**config.mk**
```make
export PLATFORM = sky130hd
export DESIGN_NAME = scan_sequencer
export DESIGN_NICKNAME = d
export VERILOG_FILES = /design/src/rtl/scan_pkg.sv /design/src/rtl/next_chan_finder.sv /design/src/rtl/scan_sequencer.sv
export SDC_FILE = /design/constraint.sdc
export NUM_CORES = 1
export LEC_CHECK = 0
export CAP_MARGIN = 0
export CELL_PAD_IN_SITES_DETAIL_PLACEMENT = 1
export CELL_PAD_IN_SITES_GLOBAL_PLACEMENT = 2
export CORE_UTILIZATION = 29
export DETAILED_ROUTE_END_ITERATION = 12
export GPL_TIMING_DRIVEN = 0
export PLACE_DENSITY_LB_ADDON = 0.3
export SYNTH_ARGS = -nofsm -noshare
export SYNTH_HDL_FRONTEND = slang
export SYNTH_SLANG_ARGS = --single-unit
```
**constraint.sdc**
```tcl
create_clock -name clk -period 2.8 [get_ports clk]
set_clock_uncertainty 0.1 [all_clocks]
set_input_delay 0.56 -clock clk [delete_from_list [all_inputs] [get_ports clk]]
set_output_delay 0.56 -clock clk [all_outputs]
set_load 0.03 [all_outputs]
```
**src/rtl/scan_pkg.sv**
```systemverilog
`default_nettype none
// ============================================================================
//  Module      : scan_pkg
//  Description : Shared types and sizes for the scan sequencer. Holds the
//                sequencer state encoding, the channel count, the width of a
//                single channel value and the width of the packed result.
//  Revision    : 1.0 - initial release
// ============================================================================
package scan_pkg;

    localparam int NUM_CH = 8;
    localparam int CH_W   = 3;
    localparam int RES_W  = NUM_CH * CH_W;

    typedef enum logic [1:0] {
        IDLE  = 2'd0,
        DWELL = 2'd1,
        DONE  = 2'd2
    } state_t;

endpackage : scan_pkg
`default_nettype wire

```
**src/rtl/next_chan_finder.sv**
```systemverilog
`default_nettype none
// ============================================================================
//  Module      : next_chan_finder
//  Description : Combinational search for the lowest enabled channel whose
//                index is strictly above a given index. Setting i_below_zero
//                treats the current index as -1, so the search returns the
//                lowest enabled channel overall.
//  Ports       : i_mask       - channel enable mask
//                i_cur        - current channel index
//                i_below_zero - search from below index 0
//                o_next       - next enabled index (0 when none found)
//                o_found      - a qualifying channel exists
//  Revision    : 1.0 - initial release
// ============================================================================
module next_chan_finder
    import scan_pkg::*;
(
    input  logic [NUM_CH-1:0] i_mask,
    input  logic [CH_W-1:0]   i_cur,
    input  logic              i_below_zero,
    output logic [CH_W-1:0]   o_next,
    output logic              o_found
);

    // Scan from the top down so the last qualifying hit is the lowest index.
    always_comb begin
        o_next  = '0;
        o_found = 1'b0;
        for (int k = NUM_CH - 1; k >= 0; k--) begin
            if (i_mask[k] && (i_below_zero || (CH_W'(k) > i_cur))) begin
                o_next  = CH_W'(k);
                o_found = 1'b1;
            end
        end
    end

endmodule : next_chan_finder
`default_nettype wire

```
**src/rtl/scan_sequencer.sv**
```systemverilog
`default_nettype none
// ============================================================================
//  Module      : scan_sequencer
//  Description : Drives the select of a shared 8:1 3-bit mux. On a start
//                request it visits every enabled channel in ascending order,
//                holds each select for dwell+1 cycles and captures the mux
//                output at the final edge of each dwell into a packed result.
//  Ports       : clk          - system clock, rising edge
//                rst          - synchronous active-high reset
//                i_start      - scan request, honoured only when idle
//                i_dwell      - extra hold cycles per channel (latched)
//                i_chan_en    - channel enable mask (latched)
//                i_mux_out    - mux output fed back from o_sel3
//                o_sel3       - mux select
//                o_busy       - scan in progress
//                o_done       - one-cycle completion pulse
//                o_result     - captured values, channel k at [3k+2:3k]
//                o_valid_mask - channels captured in the last scan
//  Revision    : 1.0 - initial release
// ============================================================================
module scan_sequencer
    import scan_pkg::*;
#(
    parameter int DWELL_W = 4
) (
    input  logic               clk,
    input  logic               rst,
    input  logic               i_start,
    input  logic [DWELL_W-1:0] i_dwell,
    input  logic [NUM_CH-1:0]  i_chan_en,
    input  logic [CH_W-1:0]    i_mux_out,
    output logic [CH_W-1:0]    o_sel3,
    output logic               o_busy,
    output logic               o_done,
    output logic [RES_W-1:0]   o_result,
    output logic [NUM_CH-1:0]  o_valid_mask
);

    state_t              r_state;
    logic [DWELL_W-1:0]  r_cnt;
    logic [DWELL_W-1:0]  r_dwell;
    logic [NUM_CH-1:0]   r_mask;
    logic [CH_W-1:0]     r_sel3;
    logic                r_busy;
    logic                r_done;
    logic [RES_W-1:0]    r_result;
    logic [NUM_CH-1:0]   r_valid;

    state_t              w_nxt_state;
    logic [DWELL_W-1:0]  w_nxt_cnt;
    logic [DWELL_W-1:0]  w_nxt_dwell;
    logic [NUM_CH-1:0]   w_nxt_mask;
    logic [CH_W-1:0]     w_nxt_sel3;
    logic                w_nxt_busy;
    logic                w_nxt_done;
    logic [RES_W-1:0]    w_nxt_result;
    logic [NUM_CH-1:0]   w_nxt_valid;

    logic [NUM_CH-1:0]   w_find_mask;
    logic [CH_W-1:0]     w_find_cur;
    logic                w_find_bz;
    logic [CH_W-1:0]     w_find_next;
    logic                w_find_ok;

    // One finder serves both lookups: in IDLE it searches the live mask for
    // the first channel, otherwise it steps through the latched mask.
    assign w_find_mask = (r_state == IDLE) ? i_chan_en : r_mask;
    assign w_find_cur  = r_sel3;
    assign w_find_bz   = (r_state == IDLE);

    next_chan_finder u_finder (
        .i_mask       (w_find_mask),
        .i_cur        (w_find_cur),
        .i_below_zero (w_find_bz),
        .o_next       (w_find_next),
        .o_found      (w_find_ok)
    );

    always_comb begin
        w_nxt_state  = r_state;
        w_nxt_cnt    = r_cnt;
        w_nxt_dwell  = r_dwell;
        w_nxt_mask   = r_mask;
        w_nxt_sel3   = r_sel3;
        w_nxt_busy   = r_busy;
        w_nxt_done   = 1'b0;
        w_nxt_result = r_result;
        w_nxt_valid  = r_valid;

        case (r_state)
            IDLE: begin
                if (i_start) begin
                    w_nxt_result = '0;
                    w_nxt_valid  = '0;
                    if (i_chan_en != '0) begin
                        w_nxt_mask  = i_chan_en;
                        w_nxt_dwell = i_dwell;
                        w_nxt_cnt   = i_dwell;
                        w_nxt_sel3  = w_find_next;
                        w_nxt_busy  = 1'b1;
                        w_nxt_state = DWELL;
                    end else begin
                        w_nxt_done  = 1'b1;
                        w_nxt_state = DONE;
                    end
                end
            end

            DWELL: begin
                if (r_cnt != '0) begin
                    w_nxt_cnt = r_cnt - DWELL_W'(1);
                end else begin
                    // End of this channel's dwell: capture the settled mux value.
                    for (int k = 0; k < NUM_CH; k++) begin
                        if (r_sel3 == CH_W'(k)) begin
                            w_nxt_result[k*CH_W +: CH_W] = i_mux_out;
                            w_nxt_valid[k]               = 1'b1;
                        end
                    end
                    if (w_find_ok) begin
                        w_nxt_sel3 = w_find_next;
                        w_nxt_cnt  = r_dwell;
                    end else begin
                        w_nxt_busy  = 1'b0;
                        w_nxt_done  = 1'b1;
                        w_nxt_state = DONE;
                    end
                end
            end

            DONE: begin
                w_nxt_state = IDLE;
            end

            default: begin
                w_nxt_state = IDLE;
                w_nxt_busy  = 1'b0;
            end
        endcase
    end

    always_ff @(posedge clk) begin
        if (rst) begin
            r_state  <= IDLE;
            r_cnt    <= '0;
            r_dwell  <= '0;
            r_mask   <= '0;
            r_sel3   <= '0;
            r_busy   <= 1'b0;
            r_done   <= 1'b0;
            r_result <= '0;
            r_valid  <= '0;
        end else begin
            r_state  <= w_nxt_state;
            r_cnt    <= w_nxt_cnt;
            r_dwell  <= w_nxt_dwell;
            r_mask   <= w_nxt_mask;
            r_sel3   <= w_nxt_sel3;
            r_busy   <= w_nxt_busy;
            r_done   <= w_nxt_done;
            r_result <= w_nxt_result;
            r_valid  <= w_nxt_valid;
        end
    end

    assign o_sel3       = r_sel3;
    assign o_busy       = r_busy;
    assign o_done       = r_done;
    assign o_result     = r_result;
    assign o_valid_mask = r_valid;

endmodule : scan_sequencer
`default_nettype wire

```
==> reports/qor.csv <==
stage,metric,value,unit
place,io_buffers,53,
drt,wirelength,7670,µm
die,dieArea,0.00902,mm²
sta,hold-worst-slack,372,ps
clock_network,clockBufferDepth,2,
synth,syn_nets,321,
grt,antenna_found_initial,0,
synth,synth_top_area_frac,0.431,
grt,grt_pass1_vias,2409,
synth,synth-main-ff-cell,dfxtp_1,
worst_setup_path,path_max_fanout,10,
drt,wl_per_cell,16.4,µm
synth,yosysSeqAreaShare,0.431,
sta,setup_violations,0,
synth,synth_common_cells,"dfxtp_1 (54), nor2_1 (51), a21oi_1 (36), nand2_1 (33), mux2i_1 (25)",
drt,drc,0,
drt,antenna_left,0,
finish,fillCellCount,1002,
sta,worst_pin_slew,689,ps
clock_network,tritoncts,yes,
sta,hold_viol,0,
synth,synth_cell_types,46,
synth,synth_most_common_cell,dfxtp_1,
sta,clock.fmax,384,MHz
clock_network,cts_sinks,54,
sta,period_minus_slack,2600,ps
synth,muxShareOfSynthArea,0.106,
finish,finalCoreUtilization,0.395,
finish,regArea,0.00108,mm²
die,row_count,33,
worst_setup_path,required,2930,ps
sta,period_share,0.930,
clock_network,cts_made_buffers,5,
synth,synthesis.area,0.00251,mm²
die,coreArea,0.00830,mm²
drt,drtIter0Drc,109,
sta,maxSlewViolCount,0,
drt,vias,2331,
synth,synth_compound_area_frac,0.192,
clock_network,clk_pin_slew,100,ps
sta,setup_tns,0,ps
job,drv_cap,0,
worst_setup_path,cp-end-kind,flop,
synth,synth-async-reset-ratio,0,
place,dpl_cell_area,0.00317,mm²
worst_setup_path,critPathKind,in -> reg,
synth,synth_top_family_by_area,simple AND/OR/NAND/NOR gates,
power,p_leak,1.28,nW
finish,syn2layout_area_growth,30.7,%
worst_setup_path,crit_arrival,2730,ps
synth,synth-edff-count,0,
grt,grt_usage,0.183,
synth,synth_xor_area_frac,0,
power,p_per_area,586,mW/mm²
die,ios,55,
synth,avgSynthCellArea,8.30,µm²
finish,fin_nets,381,
synth,synth-simple-area-share,0.224,
grt,grt_overflow,0,
finish,n_antenna_cell,0,
power,ir_drop,0.242,mV
die,chipHeight,95.0,µm
die,dieWidth,95.0,µm
synth,synthAdderAreaFrac,0.00499,
grt,grt_max_degree,16,
place,routabilityCongestion,0.828,
place,hpwl,5770,µm
die,start_util,0.302,
finish,multi_input_area,0.00132,mm²
synth,synthCells,302,
clock_network,cts_root_buf,clkbuf_8,
synth,synth_area_leader_cell,dfxtp_1,
clock_network,clock_latency,300,ps
synth,synth-seq-cells,54,
clock_network,cts_resized,0,
drt,via_per_inst,4.98,
finish,design_area,0.00327,mm²
sta,slew_headroom,0.539,
synth,yosysWarnings,0,
outcome,status,finished clean,
grt,grt_pass1_wl,12600,µm
finish,drive_gt1_frac,0.0413,
min_path,hp-class,reg -> reg,
clock_network,cts_hold_buf,0,
clock_network,ctsHtreeMaxLevel,2,
sta,rsz0062_at_grt,no,
clock_network,cts_setup_buffers,0,
drt,firstDrtPassIters,5,
worst_setup_path,start_kind,input port,
synth,netlist_top_cells_area,"dfxtp_1 (43%), mux2i_1 (10%), nor2_1 (7.6%)",
[metrics by stage]
stage / setup slack [ps] / total power, W / cells
global route: 42.4 / 0.00203 / 468
global placement: -98.9 / 0.00141 / 460
floorplan: 720 / 0.00123 / 302
detailed placement: -86.4 / 0.00142 / 460
finish: 195 / 0.00192 / 468
CTS: 233 / 0.00195 / 468
[state kept, by name, indices dropped and copies added, names as in the netlist]
name          count
r_state           2
o_done            1
r_cnt             4
o_busy            1
r_dwell           4
r_mask            7
o_sel3            3
o_result         24
o_valid_mask      8
[cell type report]
cell class,instances,share of cell area
plain buffers,17,0.0206
clock buffers,7,0.0233
clock inverters,1,0.00917
inverters,10,0.0115
multi-input cells,221,0.403
flip-flops and latches,54,0.330
well taps,105,0.0401
repair buffers,53,0.162
[critical path, cell delays in order]
cell and delay (ps):
clkdlybuf4s50_1 470, nor2_1 240, nand4_1 320, nand2_1 350, clkbuf_1 520, nand2_1 110
a21oi_1 160
[final timing paths]
kind / startpoint / to / slack, ps / depth (start not counted)
worst min register to register: r_dwell[2] / r_dwell[2] / 370 / 2
worst min-delay path: r_dwell[2] / r_dwell[2] / 370 / 2
worst max register to register: r_state[0] / r_cnt[2] / 400 / 6
worst max-delay path: i_chan_en[3] / r_mask[1] / 200 / 7
[where the power goes]
| group | total, W | switching (W) | internal, W |
|---|---|---|---|
| Clock | 0.000523 | 0.000255 | 0.000268 |
| Sequential | 0.000859 | 0.0000410 | 0.000818 |
| Combinational | 0.000536 | 0.000328 | 0.000208 |
[layout by cell type, fill, tap and decap left out, drive strengths merged, types with 2 or more instances in the layout]
master / n
dfxtp: 54
clkdlybuf4s50: 53
nor2: 52
a21oi: 36
nand2: 33
mux2i: 25
clkbuf: 21
inv: 10
nor3: 8
o21ai: 7
nand3: 6
nor2b: 6
and3: 4
buf: 3
nand2b: 3
a21o: 3
o21a: 3
a31oi: 3
nand4: 2
a22oi: 2
nor3b: 2
a221oi: 2
o31ai: 2
a211oi: 2
nor4: 2
[cells by family after synthesis]
| group | count (synthesis) |
|---|---|
| simple gates | 122 |
| flops | 54 |
| mux | 26 |
| compound gates | 72 |
| fa+ha+maj | 1 |
| buf+inv | 27 |
[routing by layer]
layer,vias to the layer above,global-route usage,wire [µm],part of all wire
met5,-,0,0,0
met4,0,0.0455,52,0.0068
met3,4,0.0403,372,0.048
met2,47,0.307,3560,0.46
met1,1116,0.237,3690,0.48
li1,1164,-,-,-
(Power assumes the default switching activity.)
